## config.mk

```make
export PLATFORM = sky130hd
export DESIGN_NAME = rom_arbiter
export DESIGN_NICKNAME = d
export VERILOG_FILES = /design/src/rtl/rom_arbiter.sv
export SDC_FILE = /design/constraint.sdc
export NUM_CORES = 1
export LEC_CHECK = 0
export CAP_MARGIN = 20
export CORE_ASPECT_RATIO = 1.1
export CORE_UTILIZATION = 38
export CTS_CLUSTER_SIZE = 16
export DETAILED_ROUTE_END_ITERATION = 10
export GPL_TIMING_DRIVEN = 0
export HOLD_SLACK_MARGIN = 0.02
export PLACE_DENSITY = 0.8
export SETUP_SLACK_MARGIN = 0.15
export SYNTH_ARGS = -nofsm -noshare
export SYNTH_HDL_FRONTEND = slang
export SYNTH_SLANG_ARGS = --single-unit
export TNS_END_PERCENT = 10
```

## constraint.sdc

```tcl
create_clock -name clk -period 2.4 [get_ports clk]
set_input_delay 0.36 -clock clk [delete_from_list [all_inputs] [get_ports clk]]
set_output_delay 0.36 -clock clk [all_outputs]
set_load 0.005 [all_outputs]
```

## src/rtl/rom_arbiter.sv

```systemverilog
// Round-robin arbiter between instruction fetch (port 0) and data reads (port 1) for the
// single program ROM port, running the ROM ready handshake with a bounded timeout.
module rom_arbiter #(
    parameter int TIMEOUT = 15
) (
    input  logic        clk,
    input  logic        rst,
    input  logic        req0,
    input  logic [15:0] addr0,
    output logic        ack0,
    output logic [15:0] rdata0,
    input  logic        req1,
    input  logic [15:0] addr1,
    output logic        ack1,
    output logic [15:0] rdata1,
    output logic        err,
    output logic        mem_cs,
    output logic [15:0] mem_addr,
    input  logic        mem_ready,
    input  logic [15:0] mem_data
);
    localparam logic [7:0] TIMEOUT_C = 8'(TIMEOUT);

    // QUIET drain | IDLE arbitrate | ISSUE cs pulse | WAIT_LOW/WAIT_HIGH handshake | RESP ack
    typedef enum logic [2:0] {
        QUIET,
        IDLE,
        ISSUE,
        WAIT_LOW,
        WAIT_HIGH,
        RESP
    } state_t;

    state_t      state_q, state_d;
    logic [7:0]  cnt_q, cnt_d;
    logic        owner_q, owner_d;
    logic        last_grant_q, last_grant_d;
    logic        abort_q, abort_d;
    logic        mem_cs_q, mem_cs_d;
    logic [15:0] mem_addr_q, mem_addr_d;
    logic        ack0_q, ack0_d;
    logic        ack1_q, ack1_d;
    logic        err_q, err_d;
    logic [15:0] rdata0_q, rdata0_d;
    logic [15:0] rdata1_q, rdata1_d;
    logic        grant1;
    logic        go_resp;
    logic        timed_out;

    always_comb begin
        state_d      = state_q;
        cnt_d        = cnt_q;
        owner_d      = owner_q;
        last_grant_d = last_grant_q;
        abort_d      = abort_q;
        mem_cs_d     = 1'b0;
        mem_addr_d   = mem_addr_q;
        ack0_d       = 1'b0;
        ack1_d       = 1'b0;
        err_d        = 1'b0;
        rdata0_d     = rdata0_q;
        rdata1_d     = rdata1_q;
        grant1       = 1'b0;
        go_resp      = 1'b0;
        timed_out    = 1'b0;

        case (state_q)
            QUIET: begin
                if (cnt_q == 8'd1) begin
                    state_d = IDLE;
                    cnt_d   = '0;
                end else begin
                    cnt_d = cnt_q + 8'd1;
                end
            end
            IDLE: begin
                if (req0 || req1) begin
                    grant1     = (req0 && req1) ? ~last_grant_q : req1;
                    owner_d    = grant1;
                    mem_addr_d = grant1 ? addr1 : addr0;
                    cnt_d      = '0;
                    abort_d    = 1'b0;
                    mem_cs_d   = 1'b1;
                    state_d    = ISSUE;
                end
            end
            ISSUE: state_d = WAIT_LOW;
            WAIT_LOW, WAIT_HIGH: begin
                // every wait cycle counts, so the abort point is the same for stuck-high and stuck-low
                cnt_d = cnt_q + 8'd1;
                if (cnt_q == TIMEOUT_C) begin
                    timed_out = 1'b1;
                    go_resp   = 1'b1;
                end else if (state_q == WAIT_LOW) begin
                    if (!mem_ready) state_d = WAIT_HIGH;
                end else if (mem_ready) begin
                    go_resp = 1'b1;
                end
            end
            RESP: begin
                last_grant_d = owner_q;
                cnt_d        = '0;
                state_d      = abort_q ? QUIET : IDLE;
            end
            default: state_d = QUIET;
        endcase

        if (go_resp) begin
            state_d = RESP;
            abort_d = timed_out;
            ack0_d  = ~owner_q;
            ack1_d  = owner_q;
            err_d   = timed_out;
            if (owner_q) rdata1_d = timed_out ? 16'h0000 : mem_data;
            else         rdata0_d = timed_out ? 16'h0000 : mem_data;
        end
    end

    always_ff @(posedge clk) begin
        if (rst) begin
            state_q      <= QUIET;
            cnt_q        <= '0;
            owner_q      <= 1'b0;
            last_grant_q <= 1'b1;
            abort_q      <= 1'b0;
            mem_cs_q     <= 1'b0;
            mem_addr_q   <= '0;
            ack0_q       <= 1'b0;
            ack1_q       <= 1'b0;
            err_q        <= 1'b0;
            rdata0_q     <= '0;
            rdata1_q     <= '0;
        end else begin
            state_q      <= state_d;
            cnt_q        <= cnt_d;
            owner_q      <= owner_d;
            last_grant_q <= last_grant_d;
            abort_q      <= abort_d;
            mem_cs_q     <= mem_cs_d;
            mem_addr_q   <= mem_addr_d;
            ack0_q       <= ack0_d;
            ack1_q       <= ack1_d;
            err_q        <= err_d;
            rdata0_q     <= rdata0_d;
            rdata1_q     <= rdata1_d;
        end
    end

    assign ack0     = ack0_q;
    assign ack1     = ack1_q;
    assign err      = err_q;
    assign rdata0   = rdata0_q;
    assign rdata1   = rdata1_q;
    assign mem_cs   = mem_cs_q;
    assign mem_addr = mem_addr_q;

endmodule

```

Word level (Yosys, flattened, before mapping)
Cells that the tools add are included.

$lt $le $gt $ge: 0. $mul: 0. Divide/modulo/power cells: 0. Shifts and indexed selects: 0. Reductions and logical operators: 17. Mux-type cells: 24. Bitwise gates (word level): 4. Add/sub/neg operators: 1. Eq/ne operators: 17.

Operators by type and width (number): $mux W16 (2); $pmux W8 S4 (1); $mux W3 (6); $mux W8 (2); $ne A3 B3 Y1 const B (5); $pmux W3 S5 (1); $mux W1 (12); $ne A2 B2 Y1 const B (5); $reduce_and A2 Y1 (5); $reduce_and A5 Y1 (2); $add A8 B1 Y8 const B (1); $eq A8 B1 Y1 const B (1); $eq A8 B4 Y1 const B (1); $reduce_or A2 Y1 (4); $eq A3 B2 Y1 const B (2); $eq A3 B3 Y1 const B (2); $not A1 Y1 (4); $reduce_bool A2 Y1 (2); $reduce_bool A4 Y1 (1); $eq A3 B1 Y1 const B (1); $logic_not A3 Y1 (1); $logic_and A1 B1 Y1 (1); $logic_or A1 B1 Y1 (1).

Logic and storage cells: 76. Memory bits (writable): 0. Bits of input ports: 53. Output and inout bits: 52. ROM bits: 0. Latch bits: 0. Memories: 0. Bits in registers: 66.

Longest topological paths before layout
Gate-level depths: netlist (run 1).

Depth in word-level cells: 6. Gate-level depth with buffers: 7. Mapped depth without buffers: 6.

Worst setup path before layout (run 1)
OpenSTA, ideal clock, no wires.

Path kind: register -> register. Start: register cnt_q[0]. End: register state_q[0]. Required time: 2309 ps. Path buffers: 0. Slack: 749 ps. Arrival time: 1560 ps. Cell stages (with the launch flop): 6. Cells stage by stage: dfxtp_1 > ha_1 > or3b_2 > o211ai_1 > a2111oi_0 > a311oi_1.

Word-level cells in the longest chain between the ends: 5. Elaborated cells between the ends (all ways): 11. Classes of those cells: 7 x eq/ne; 3 x mux; 1 x reduce/logical.

Ends and longest elaborated chain: start: declaration (line 35) `logic [7:0] cnt_q, cnt_d;`; start signal: assignment (line 135) `cnt_q <= cnt_d;`; $eq A8 B4 Y1 (line 91) `if (cnt_q == TIMEOUT_C) begin`; $mux W1 (line 91); $mux W1 (line 67) `case (state_q)`; $ne A3 B3 Y1 (no line); $reduce_and A5 Y1 (no line); end signal: assignment (line 134) `state_q <= state_d;`; end: declaration (line 34) `state_t state_q, state_d;`.

Parallel ways exist; a longest one is shown, timed or not. A chain may end at the register's enable or synchronous reset.

Worst setup path in the final report (run 1)
Start: register state_q[2]. End: register rdata0_q[14], in the netlist rdata0[14].

Word-level cells in the longest chain between the ends: 5. Elaborated cells between the ends (all ways): 9. Classes of those cells: 2 x eq/ne; 5 x mux; 2 x reduce/logical.

Ends and longest elaborated chain: $eq A3 B2 Y1 (line 67, 94); $mux W1 (line 94) `end else if (state_q == WAIT_LOW) begin`; $mux W1 (line 91); $mux W1 (line 67); $reduce_and A2 Y1 (no line); end signal: assignment (line 144) `rdata0_q <= rdata0_d;`; end: declaration (line 44) `logic [15:0] rdata0_q, rdata0_d;`.

Parallel ways exist; a longest one is shown, timed or not.

==> metrics.log, run 1 <==
[metrics] result of the run: finished clean
[metrics] count of different cell masters after synthesis: between 50 and 60
[metrics] maximum number of pins on one net before global-route repair: 12
[metrics] CP endpoint kind: flop
[metrics] core region area: between 7000 and 8000 µm²
[metrics] initial standard-cell utilization of the core: 39.92%
[metrics] Worst-path clk slew: 70 ps
[metrics] number of port buffers: around 100
[metrics] number of buffers inserted during clock tree synthesis: 9
[metrics] count of synthesis-stage warnings from yosys: 0
[metrics] global-route usage over all layers: about 18%
[metrics] Seq pwr share: 39.6%
[metrics] number of flops mapped to enable cells by yosys: 0
[metrics] via count: approximately 2600
[metrics] fraction of synthesis flops using an asynchronous set or reset pin: 0%
[metrics] Reg2Reg Setup Slack: approximately 540 ps
[metrics] normalized max-slew margin: around two thirds
[metrics] RSZ-0062 raised after global routing: no
[metrics] worst clock skew: just over 8 ps
[metrics] final worst path period share: 77.42%
[metrics] worst min path class: reg2reg
[metrics] Seq/Total Area, Yosys: between 40% and 50%
[metrics] post-synthesis cell count: just under 300
[metrics] dominant register cell in the synthesized netlist: dfxtp_1
[metrics] Worst R2R End: rdata0[14]
[metrics] number of synthesized register bits: 66
[metrics] clock tree from TritonCTS: yes
[metrics] critical path type: reg2reg
[metrics] start point of the worst min-delay path: rdata0[4]
[metrics] share of cells above drive strength 1: a little under a tenth
[metrics] Setup TNS: 0 ps
[metrics] Die Ht: around 95 µm
[metrics] Final setup violation count: 0
[metrics] cell with the largest stage delay on the worst path: dfxtp_1
[metrics] most common cell after layout, fill and taps aside: clkdlybuf4s50_1
[metrics] final count of pins violating max slew: 0
[metrics] leakage power summed over all cells: around 1.7 nW
[metrics] Routed wire per std cell: approximately 14 µm
[metrics] Syn Nets: 353
[metrics] Post-Route WL: ~7.2 mm
[metrics] crit-path max FO: 10
[metrics] routability cong.: between 0.7 and 0.8
[metrics] worst supply voltage drop on vdd: around 0.43 mV
[metrics] total of cells resized after clock tree synthesis: 0
[metrics] Clk Tree Root Cell: clkbuf_8
[metrics] Pre-Repair DR Iteration Count: 4
[metrics] data arrival time of the critical path: roughly 2100 ps
[metrics] Final Critical Period: ~1900 ps
[metrics] area growth from synthesis to layout: 45.83%
[metrics] remaining number of nets flagged by the antenna check after routing: 0
[metrics] Detailed Route Iter0 Violations: slightly below 70
[metrics] number of cells on the worst hold path: 2
[metrics] Max Freq: between 500 and 600 MHz
[metrics] share of power burned in the clock network: 30.7%
[metrics] Die X-Extent: ~87 µm
[metrics] diode count: 0
[metrics] final non-filler cell total: between 500 and 600
[metrics] DRC violation count after routing: 0
[metrics] Remaining Overflow, GRT: 0
[metrics] row count: 33
[metrics] number of max-capacitance violations reported: 0
[metrics] switching fraction of total power: ~29%
[metrics] Slew @ Worst Pin: about 500 ps
[metrics] CP max stage delay: roughly 520 ps
[metrics] Power Dens Cells: approximately 770 nW/µm²
[metrics] dpl cells: just over 500
[metrics] critical path, cell by cell: and3b_1 > o211a_4 > o21bai_1 > buf_4 > buf_6 > mux2i_1
[metrics] Final Hold Viols: 0
[metrics] worst hold slack after final layout: between 400 and 500 ps
[metrics] Worst Hold Endpoint: rdata0[4]
[metrics] via count normalized by instance count: ~5.0
[metrics] Top Ports: ~110
[metrics] Die Footprint: 8299 µm²
[metrics] portion of total power attributed to combinational logic: between 20 and 30%
[metrics] startpoint type of the worst setup path: flop
[metrics] Cell Int Power: between 0.002 and 0.0025 W
[metrics] CTS HTree Levels: 3
[metrics] clock network latency to the later pin of the worst-skew pair: ~340 ps
[metrics] synthesized area per cell: ~10 µm²
[metrics] Post-Synthesis Cell Area: slightly above 3000 µm²
[metrics] DPL Wire Length: roughly 5.4 mm
[metrics] Crit path required time: approximately 2700 ps
[metrics] global-route wire length before repair: approximately 12 mm
[metrics] CTS sink cnt: 66
[metrics] utilization of the core after routing: about three fifths
[metrics] Layout Nets: between 400 and 500
[metrics] NetSw: just under 0.001 W
[metrics] source of the worst register-to-register timing path: state_q[2]
[metrics] cells on worst reg2reg path: 6
[metrics] antenna violations before repair: 0
[metrics] Post-CTS Hold Fix Bufs: 0
[metrics] number of buffers on the longest clock path: 2
[metrics] post-CTS setup buffer count: 0
[metrics] leading cell types in the layout, fill and taps excluded: clkdlybuf4s50_1, dfxtp_1, mux2i_1
[metrics] via count of the first global-routing pass: between 2000 and 3000
==> synth_stat cells, types with 2 or more instances <==
library cell / number / area share [%]
a2111oi_0: 2 / 0.58
a211oi_1: 18 / 4.5
a21oi_1: 7 / 1.2
and2_1: 2 / 0.41
buf_2: 5 / 0.83
buf_4: 4 / 1.0
buf_6: 2 / 0.75
clkbuf_1: 10 / 1.2
dfxtp_1: 66 / 44
ha_1: 2 / 0.83
inv_1: 3 / 0.37
mux2i_1: 51 / 17
nand2_1: 2 / 0.25
nand2b_1: 33 / 6.8
nand3_1: 3 / 0.50
nand3b_1: 16 / 4.0
nor2_1: 25 / 3.1
nor2b_1: 2 / 0.41
nor4_1: 2 / 0.41
o21ai_0: 6 / 1.0
or3_1: 5 / 1.0
or3b_2: 2 / 0.58
or4_1: 2 / 0.50
==> state kept, by name (all words and copies together) (netlist names), 3 cells and up <==
name and cells:
mem_addr 16, rdata0 16, rdata1 16, cnt_q 8, state_q 3
==> per-stage QoR <==
| step | total power, W | worst slack, ps | instance area (µm²) |
|---|---|---|---|
| after floorplan | 0.001943 | 749.2 | 3017 |
| after global placement | 0.002344 | 285.1 | 4179 |
| after detailed placement | 0.002371 | 231.6 | 4179 |
| after CTS | 0.003413 | 517.1 | 4399 |
| after global routing | 0.003561 | 367.5 | 4399 |
| final | 0.003382 | 541.9 | 4399 |
==> layout make-up <==
cell class,count,area (µm²)
plain buffers,21,115.1
clock buffers,12,145.1
clock inverters,4,75.07
fillers,699,3157
inverters,4,15.01
multi-input cells,207,1565
flip-flops and latches,66,1321
well taps,105,131.4
repair buffers,103,1031
==> power by group through the flow <==
stage	Sequential (W)	Combinational [W]	Clock [W]
floorplan	0.00135	0.000588	0
global placement	0.00135	0.000992	0
detailed placement	0.00136	0.00101	0
CTS	0.00134	0.00101	0.00106
global route	0.00135	0.00111	0.00109
finish	0.00134	0.00100	0.00104
==> worst max-delay path, delay by kind of cell, from the launching register on <==
family / cells / cell delay (ps)
multiplexers: 1 / 190
AND/OR/NAND/NOR: 1 / 260
flip-flops: 1 / 520
AO/OA/AOI/OAI: 2 / 400
buffers and inverters: 2 / 400
==> cells by family after synthesis <==
family	synth area share, %
and+or+nand+nor	22.44
DFF	43.80
muxes	17.30
AOI/OAI and AO/OA	11.03
buffers and inverters	4.313
adders and majority gates	0.8294
xor gates and xnor gates	0.2904
==> worst max path at each step <==
stage / startpoint / to / cells after the start
detailed placement: req1 / mem_addr[7] / 6
global placement: req1 / mem_addr[9] / 6
CTS: state_q[2] / rdata1[9] / 5
global route: state_q[2] / rdata1[14] / 5
floorplan: cnt_q[0] / state_q[0] / 5
finish: state_q[2] / rdata0[14] / 6
==> per-layer routing <==
metal	up-vias	wire length, µm	global-route usage [%]
met3	10	465	5.541
met4	0	102	6.250
met2	74	3614	32.41
met1	1223	3060	21.07
li1	1298	-	-
met5	-	0	0
(Power assumes the default switching activity.)
==> run 2, diff against run 1 <==
clock period = 1.95 ns   (was 2.4 ns; I/O delays follow)
==> run 2 against run 1 <==
Utilization grew 1.4 points. Worst hold slack lost 21 ps. Combinational power grew 38%. Maximum frequency grew 3.9%. Flip-flop and latch count is the same. Wire length grew 2.3%. Via count grew 1.7%. Clock skew shrank 0.98 ps. Largest cell class unchanged.
==> metrics.log, run 2 (same netlist as run 1, synthesis figures left out) <==
[metrics] maximum number of pins on one net before global-route repair: 12
[metrics] CTS sink cnt: 66
[metrics] routability cong.: about 0.80
[metrics] result of the run: finished clean
[metrics] clock tree from TritonCTS: yes
[metrics] final setup margin: 160.9 ps
[metrics] multi-input logic area: about 1600 µm²
[metrics] clock network latency to the later pin of the worst-skew pair: roughly 340 ps
[metrics] Final Critical Period: about 1800 ps
[metrics] total cell area at the placement stage: 4179 µm²
[metrics] Remaining Overflow, GRT: 0
[metrics] Max Freq: roughly 560 MHz
[metrics] Worst-path clk slew: around 70 ps
[metrics] Slew @ Worst Pin: about 560 ps
[metrics] cell type with the highest occurrence count on the critical path: buf_4
[metrics] final worst path period share: 91.75%
[metrics] Clk Tree Root Cell: clkbuf_8
[metrics] Final setup violation count: 0
[metrics] via count: 2648
[metrics] row count: 33
[metrics] worst clock skew: a little over 7 ps
[metrics] critical path, cell by cell: inv_1 > ha_1 > or3b_2 > o211ai_1 > buf_4 > buf_4 > a211o_1 > a211oi_1
[metrics] cells on worst reg2reg path: 8
[metrics] depth of the critical timing path with buffers and inverters included: 8
[metrics] utilization of the core after routing: about three fifths
[metrics] crit-path max FO: 5
[metrics] CTS HTree Levels: 3
[metrics] summed area of non-filler cells in the final layout: 4507 µm²
[metrics] data arrival time of the critical path: about 2000 ps
[metrics] final count of pins violating max slew: 0
[metrics] buffering stage count on the worst path with inverters included: 3
[metrics] number of buffers on the longest clock path: 2
[metrics] Post-Route WL: 7.406 mm
[metrics] DPL Wire Length: ~5.4 mm
[metrics] Final Hold Viols: 0
[metrics] DRC violation count after routing: 0
[metrics] core region area: between 7000 and 8000 µm²
[metrics] diode count: 0
[metrics] startpoint type of the worst setup path: flop
[metrics] worst supply voltage drop on vdd: 0.5742 mV
[metrics] normalized max-slew margin: 62.56%
[metrics] Detailed Route Iter0 Violations: 71
[metrics] via count of the first global-routing pass: approximately 2600
[metrics] number of buffers inserted during clock tree synthesis: 9
[metrics] most common cell after layout, fill and taps aside: clkdlybuf4s50_1
[metrics] area growth from synthesis to layout: 49.40%
[metrics] worst min path class: in2reg
[metrics] global-route wire length before repair: between 10 and 15 mm
[metrics] remaining number of nets flagged by the antenna check after routing: 0
[metrics] number of max-capacitance violations reported: 0
[metrics] share of cells above drive strength 1: a little under an eighth
[metrics] area occupied by registers: 1324 µm²
[metrics] Setup TNS: 0 ps
[metrics] Pre-Repair DR Iteration Count: 4
[metrics] CP max stage delay: around 400 ps
[metrics] number of port buffers: a little over 100
[metrics] RSZ-0062 raised after global routing: yes
[metrics] Die Ht: 95.45 µm
[metrics] cell with the largest stage delay on the worst path: dfxtp_1
[metrics] via count normalized by instance count: roughly 5.0
[metrics] Post-CTS Hold Fix Bufs: 0
[metrics] initial standard-cell utilization of the core: between 30% and 40%
[metrics] antenna violations before repair: 0
[metrics] FILL cells: a little under 700
[metrics] Crit path required time: between 2000 and 2500 ps
[metrics] leakage power summed over all cells: between 1.5 and 2 nW
[metrics] global-route usage over all layers: 18.46%
[metrics] CP endpoint kind: flop
[metrics] Routed wire per std cell: roughly 14 µm
[metrics] Layout Nets: approximately 470
[metrics] critical path type: reg2reg
[metrics] number of cells on the worst hold path: 2
[metrics] Die Footprint: 8299 µm²
[metrics] Place WS: -150.9 ps
[metrics] Top Ports: 105
[metrics] cell family contributing the most delay on the critical path: compound AO/OA/AOI/OAI gates
[metrics] Power Dens Cells: 955.9 nW/µm²
[metrics] Die X-Extent: 86.95 µm
[metrics] leading cell types in the layout, fill and taps excluded: clkdlybuf4s50_1, dfxtp_1, mux2i_1
run 2: changes by cell type in the layout (fill, tap and decap cells not counted), sizes merged:
| cell | before | now |
|---|---|---|
| buf | 11 | 14 |
| clkbuf | 22 | 24 |
run 2: through the flow:
step                power, W  hold slack, ps  cells
finish              0.004308           453.4    527
global route        0.004525           463.2    527
CTS                 0.004253           440.1    524
detailed placement  0.002918           466.3    506
global placement    0.002885           459.6    506
floorplan           0.002392           444.0    298
run 2: final timing paths:
kind	from	endpoint	slack [ps]
worst max-delay path	cnt_q[1]	state_q[2]	160
worst min-delay path	rst	last_grant_q	450
worst max register to register	cnt_q[1]	state_q[2]	160
worst min register to register	rdata0[15]	rdata0[15]	470
run 2: worst register-to-register path, stage by stage, from the launching register on:
cell      delay [ps]
dfxtp_1          410
inv_1             60
ha_1             170
or3b_2           200
o211ai_1          80
buf_4            170
buf_4            130
a211o_1          250
a211oi_1         230
run 2: what timing repair did:
action,4_1_cts,5_1_grt
setup endpoints to repair,32,50
setup buffers,2,3
pin swaps,1,3
hold endpoints to repair,0,0
resized for setup,5,15
run 2: report_power, final:
group          switching [W]  internal, W
logic               0.000611     0.000766
clock network       0.000520     0.000756
registers           0.000128      0.00153
total                0.00126      0.00305
run 2: metal layers:
metal / wire, µm / track usage (%) / vias up
met5: 0 / 0 / -
met4: 80 / 6.250 / 0
met3: 540 / 5.541 / 10
met2: 3717 / 32.74 / 93
met1: 3068 / 21.02 / 1233
li1: - / - / 1312
run 2: cell type report:
cell class	instances	share of cell area, %
inverter	4	0.3331
tap	105	2.915
buffer	21	2.998
multi-input combinational	207	35.51
clock inverter	4	1.666
timing repair buffer	108	23.99
clock buffer	12	3.220
sequential	66	29.37
